File: src/rtl/dm_bus_bridge.sv
// dm_bus_bridge: turns single-cycle data-memory accesses from the core into
// req/ack bus transactions and stalls the core until each access completes.
// Optional feature: define DM_BRIDGE_TIMEOUT_EN to abort a bus transaction
// after TIMEOUT_CYC cycles without mem_ack (err pulse, 32'hDEAD_BEEF load data).
module dm_bus_bridge #(
    parameter int unsigned DATA_W      = 32,
    parameter int unsigned ADDR_W      = 32,
    parameter int unsigned TIMEOUT_CYC = 255
) (
    input  logic              clk,
    input  logic              rst,
    input  logic [ADDR_W-1:0] cpu_addr,
    input  logic [DATA_W-1:0] cpu_wdata,
    input  logic              cpu_en,
    input  logic              cpu_write,
    output logic [DATA_W-1:0] cpu_rdata,
    input  logic              ext_stall,
    output logic              stall,
    output logic              mem_req,
    output logic              mem_we,
    output logic [ADDR_W-3:0] mem_addr,
    output logic [DATA_W-1:0] mem_wdata,
    input  logic              mem_ack,
    input  logic [DATA_W-1:0] mem_rdata,
    output logic              err
);

    typedef enum logic [1:0] {
        IDLE = 2'd0,
        BUSY = 2'd1,
        RESP = 2'd2
    } state_e;

    state_e            state_q, state_d;
    logic [ADDR_W-3:0] addr_q, addr_d;
    logic              we_q, we_d;
    logic [DATA_W-1:0] wdata_q, wdata_d;
    logic [DATA_W-1:0] rdata_q, rdata_d;
    logic              err_q, err_d;
    logic              timeout_hit;
    logic              unused_bits;

`ifdef DM_BRIDGE_TIMEOUT_EN
    localparam int unsigned CNT_W = $clog2(TIMEOUT_CYC + 1);

    logic [CNT_W-1:0] cnt_q, cnt_d;

    // Abort fires at the end of the TIMEOUT_CYC-th BUSY cycle; a same-cycle ack wins.
    assign timeout_hit = (state_q == BUSY) && !mem_ack && (cnt_q == CNT_W'(TIMEOUT_CYC - 1));

    // Count BUSY cycles without ack; cleared when a new access is accepted.
    always_comb begin
        cnt_d = cnt_q;
        if (state_q == IDLE && cpu_en) begin
            cnt_d = '0;
        end else if (state_q == BUSY && !mem_ack) begin
            cnt_d = cnt_q + 1'b1;
        end
    end

    // Timeout counter register.
    always_ff @(posedge clk) begin
        if (rst) begin
            cnt_q <= '0;
        end else begin
            cnt_q <= cnt_d;
        end
    end

    // Byte-lane address bits are intentionally dropped on the word bus.
    assign unused_bits = ^cpu_addr[1:0];
`else
    assign timeout_hit = 1'b0;
    assign unused_bits = ^{cpu_addr[1:0], TIMEOUT_CYC[0]};
`endif

    // Next-state and request/response register updates.
    always_comb begin
        state_d = state_q;
        addr_d  = addr_q;
        we_d    = we_q;
        wdata_d = wdata_q;
        rdata_d = rdata_q;
        err_d   = 1'b0;
        case (state_q)
            IDLE: begin
                if (cpu_en) begin
                    addr_d  = cpu_addr[ADDR_W-1:2];
                    we_d    = cpu_write;
                    wdata_d = cpu_wdata;
                    state_d = BUSY;
                end
            end
            BUSY: begin
                if (mem_ack) begin
                    if (!we_q) begin
                        rdata_d = mem_rdata;
                    end
                    state_d = RESP;
                end else if (timeout_hit) begin
                    rdata_d = DATA_W'(32'hDEAD_BEEF);
                    err_d   = 1'b1;
                    state_d = RESP;
                end
            end
            RESP: begin
                // The core still presents the finished access here, so it is not re-sampled.
                if (!ext_stall) begin
                    state_d = IDLE;
                end
            end
            default: state_d = IDLE;
        endcase
    end

    // State and datapath registers with synchronous reset.
    always_ff @(posedge clk) begin
        if (rst) begin
            state_q <= IDLE;
            addr_q  <= '0;
            we_q    <= 1'b0;
            wdata_q <= '0;
            rdata_q <= '0;
            err_q   <= 1'b0;
        end else begin
            state_q <= state_d;
            addr_q  <= addr_d;
            we_q    <= we_d;
            wdata_q <= wdata_d;
            rdata_q <= rdata_d;
            err_q   <= err_d;
        end
    end

    // BUSY is masked during reset so the core sees only ext_stall and a new request.
    always_comb begin
        stall = ext_stall | ((state_q == IDLE) & cpu_en) | ((state_q == BUSY) & !rst);
    end

    assign mem_req   = (state_q == BUSY);
    assign mem_we    = we_q;
    assign mem_addr  = addr_q;
    assign mem_wdata = wdata_q;
    assign cpu_rdata = rdata_q;
    assign err       = err_q;

endmodule

File: config.mk
export PLATFORM = sky130hd
export DESIGN_NAME = dm_bus_bridge
export DESIGN_NICKNAME = d
export VERILOG_FILES = /design/src/rtl/dm_bus_bridge.sv
export SDC_FILE = /design/constraint.sdc
export NUM_CORES = 1
export LEC_CHECK = 0
export BUFFER_PORTS_ARGS = -buffer_cell sky130_fd_sc_hd__buf_2
export CORE_UTILIZATION = 40
export CTS_CLUSTER_DIAMETER = 100
export DETAILED_ROUTE_END_ITERATION = 8
export GPL_ROUTABILITY_DRIVEN = 0
export HOLD_SLACK_MARGIN = 0.06
export PLACE_DENSITY = 0.7
export SLEW_MARGIN = 40
export SYNTH_ARGS = -nofsm -noshare
export SYNTH_HDL_FRONTEND = slang
export SYNTH_SLANG_ARGS = --single-unit
File: constraint.sdc
create_clock -name clk -period 1.9 [get_ports clk]
set_input_delay 0.19 -clock clk [delete_from_list [all_inputs] [get_ports clk]]
set_output_delay 0.19 -clock clk [all_outputs]
set_load 0.05 [all_outputs]
Yosys cells after proc, flatten, opt, wreduce, memory -nomap -nowiden. Cells that the tools add are included.

Register bits after elaboration: 97. Input bits: 102. Logic and storage cells: 24.

Equality and inequality tests: 5. Mux-type cells: 4. Bitwise operators: 5. Reduce and logical (&&, ||, !) cells: 5.

Operators by type and width (count): 2-bit 2-to-1 mux (3); 2-bit one-hot mux with 3 select lines (1); 3-bit AND reduction (2); 2-bit != test, second input constant (2); 1-bit AND (2); 2-bit by 1-bit == test with 1-bit output, second input constant (1); 2-bit == test, second input constant (1); 2-bit logical NOT (1); 2-bit by 1-bit != test with 1-bit output, second input constant (1); 1-bit OR (2); 2-bit AND reduction (1); 1-bit logical NOT (1); 1-bit inverter (1).

Depth between registers and ports, before layout.
Depth after elaboration: 4. Depth in mapped cells: 4. Gate-level depth less buffers: 2.

Worst setup path after synthesis. No wires, ideal clock.

Path kind: register to output. From: register state_q[1]. To: output port stall. Data arrival time: 1.216 ns. Required time: 1.710 ns. Path slack: 0.494 ns. Cell stages (with the launch flop): 3. Buffers on the path: 0. Cell sequence: dfxtp_1 -> and2b_2 -> a211o_1.

RTL lines: start: declaration (line 34) `state_e state_q, state_d;`; start signal: assignment (line 126) `state_q <= state_d;`; 2-bit by 1-bit == test with 1-bit output; via mem_req (line 19) `output logic mem_req,`; 1-bit AND (line 137) `stall = ext_stall | ((state_q == IDLE) & cpu_en) | ((state_q == BUSY) & !rst);`; 1-bit OR (line 137); end: declaration (line 18) `output logic stall,`.

The timed path passes the listed nets, and every way through them passes these cells.

Final worst setup path.
From: register state_q[1]. To: output port stall.

Word-level cells in the longest chain between the ends: 4.

RTL lines (line): 2-bit logical NOT (137); 1-bit AND (137); 1-bit OR (137); 1-bit OR * (137).

Every way passes the cells marked *; elsewhere a longest branch is shown, timed or not.

==> reports/qor.csv <==
metric,value,unit
outcome,"complete, no violations",
drc,0,
fin_crit,1760,ps
antenna_found_initial,1,
ys_ff_latch,97,
syn_area_per_cell,10.3,µm²
grt_pass1_vias,3290,
cp_slowest_cell,dfxtp_1,
syn-num-nets,528,
clock_latency,350,ps
vdd_drop_max,412,µV
num_vias,3414,
grtUsageTotal,17.0,%
gr-total-overflow,0,
synth_compound_area_share,0.484,%
place.port_buffers,196,
drtIter0Drc,165,
multi_input_area,0.00223,mm²
end_kind,primary output,
max_freq,567,MHz
rsz0062_at_grt,no,
cp.required,1710,ps
synth_top_family_by_area,simple AND/OR/NAND/NOR gates,
synth-simple-area-share,28.3,%
die_h,107,µm
hp-start,mem_rdata[20],
p_per_area,843,mW/mm²
setup_tns,0,ps
die_area,0.0114,mm²
grt_max_degree,125,
grt_pass1_wl,15300,µm
clock_sinks,97,
drv_cap,0,
area_growth,29.7,%
dr.pass1.iters,4,
fin_skew,15.1,ps
dp.cells,730,
clkTransAtPathRegs,100,ps
die_width,107,µm
num-fill-cells,972,
cts_buffers,9,
cts_tree,yes,
post-dp-hpwl,6760,µm
critPathLaunch,state_q[1],
crit_type,flop to primary output,
report.final.slew_viol_count,0,
ys_types,18,
synth_mux_area_share,21.6,%
drive_gt1_share,35.7,%
initial_core_util,41.8,%
post-cts-setup-buffers,0,
hold_violations,0,
hold_path.class,primary input to flop,
num-nets-final,714,
synth-adder-area-share,0,%
wl_per_cell,12.8,µm
cts_buffer_depth,2,
synthCells,426,
register_area,0.00194,mm²
clockRootBuffer,clkbuf_8,
critical-path-top-delay-family,flip-flops,
crit_arrival,1570,ps
yosysWarningCount,0,
io_pins,200,
hold_buffers,7,
fin_cells,754,
cp-start-kind,flop,
htree_num_levels,3,
synthesis.area,0.00439,mm²
postRouteAntennaNets,0,
slowest_delay,450,ps
layout_commonest_cell,buf_2,
p_leak,2.65,nW
ys_seq_area_share,44.2,%
fin_crit_sh,92.9,%
r2r-start,state_q[1],
core,0.0105,mm²
crit_path_max_fanout,6,
via_per_inst,4.53,
cts_resized,0,
synth-xor-area-share,0,%
cp_num_buf_inv,1,
layout_common_cells,"195 x buf_2, 190 x nand2b_1, 97 x dfxtp_1",
num_rows,37,
routed_wl,9680,µm
cp_cell_sequence,and2b_2 > a211o_1 > buf_2,
setup_viol,0,
ff2ff_setup_slack,530,ps
==> layer usage <==
| layer | up-vias | track usage, % | part of all wire, % |
|---|---|---|---|
| met1 | 1550 | 18.4 | 41 |
| met3 | 23 | 3.95 | 5.6 |
| met2 | 107 | 30.0 | 50 |
| met4 | 0 | 9.98 | 3.7 |
| li1 | 1734 | - | - |
| met5 | - | 0 | 0 |
==> sequential cells by signal, summed over array words and instances, names as in the netlist <==
register,count
mem_we,1
cpu_rdata,32
state_q,2
mem_wdata,32
mem_addr,30
==> tightest hold or removal path, cell delays in order <==
cell and delay [ps]:
buf_2 90, nand2b_1 50, mux2i_1 60
==> layout make-up <==
type | count | area share, %
sequential | 97 | 34.1
multi-input combinational | 295 | 39.1
inverter | 1 | 0.0659
antenna | 1 | 0.0439
clock buffer | 13 | 3.14
timing repair buffer | 208 | 19.8
tap | 136 | 2.99
clock inverter | 3 | 0.812
==> cell usage after synthesis <==
| library cell | count | share of area, % |
|---|---|---|
| clkbuf_1 | 20 | 1.7 |
| buf_12 | 3 | 1.4 |
| nand2b_1 | 190 | 27 |
| a211o_1 | 1 | 0.20 |
| conb_1 | 1 | 0.085 |
| inv_1 | 1 | 0.085 |
| dfxtp_1 | 97 | 44 |
| a21oi_1 | 1 | 0.11 |
| buf_4 | 2 | 0.34 |
| nand3b_1 | 2 | 0.34 |
| buf_2 | 2 | 0.23 |
| nor3b_2 | 1 | 0.28 |
| o21a_1 | 1 | 0.17 |
| and2b_2 | 1 | 0.20 |
| and4bb_1 | 1 | 0.28 |
| mux2i_1 | 95 | 22 |
| nor3b_1 | 1 | 0.17 |
| buf_6 | 6 | 1.5 |
==> through the flow <==
| step | setup slack [ps] | area, µm² | utilization [%] | hold slack [ps] | power (mW) |
|---|---|---|---|---|---|
| 6_report | 135 | 5700 | 54.2 | 81.0 | 4.80 |
| 5_1_grt | 63.1 | 5700 | 54.2 | 68.6 | 5.03 |
| 4_1_cts | 101 | 5700 | 54.2 | 60.1 | 4.88 |
| 3_5_place_dp | 520 | 5400 | 51.4 | 459 | 3.38 |
| 3_3_place_gp | 567 | 5400 | 51.4 | 450 | 3.36 |
| 2_1_floorplan | 494 | 4390 | - | 345 | 3.11 |
==> kinds of logic after synthesis <==
kind of cell | after synthesis
mux | 95
buf+inv | 34
other cells | 1
simple gates | 196
flops | 97
compound gates | 3
==> power breakdown <==
group | internal [mW] | switching (mW)
clock network | 0.756 | 0.706
logic | 0.386 | 0.729
registers | 2.16 | 0.0654
total | 3.30 | 1.50
==> final timing paths <==
| path | cells after the start | to |
|---|---|---|
| max | 3 | stall |
| min | 3 | cpu_rdata[20] |
| max reg2reg | 3 | mem_wdata[5] |
| min reg2reg | 2 | cpu_rdata[24] |
No activity file was read; power rests on OpenSTA's default activity.
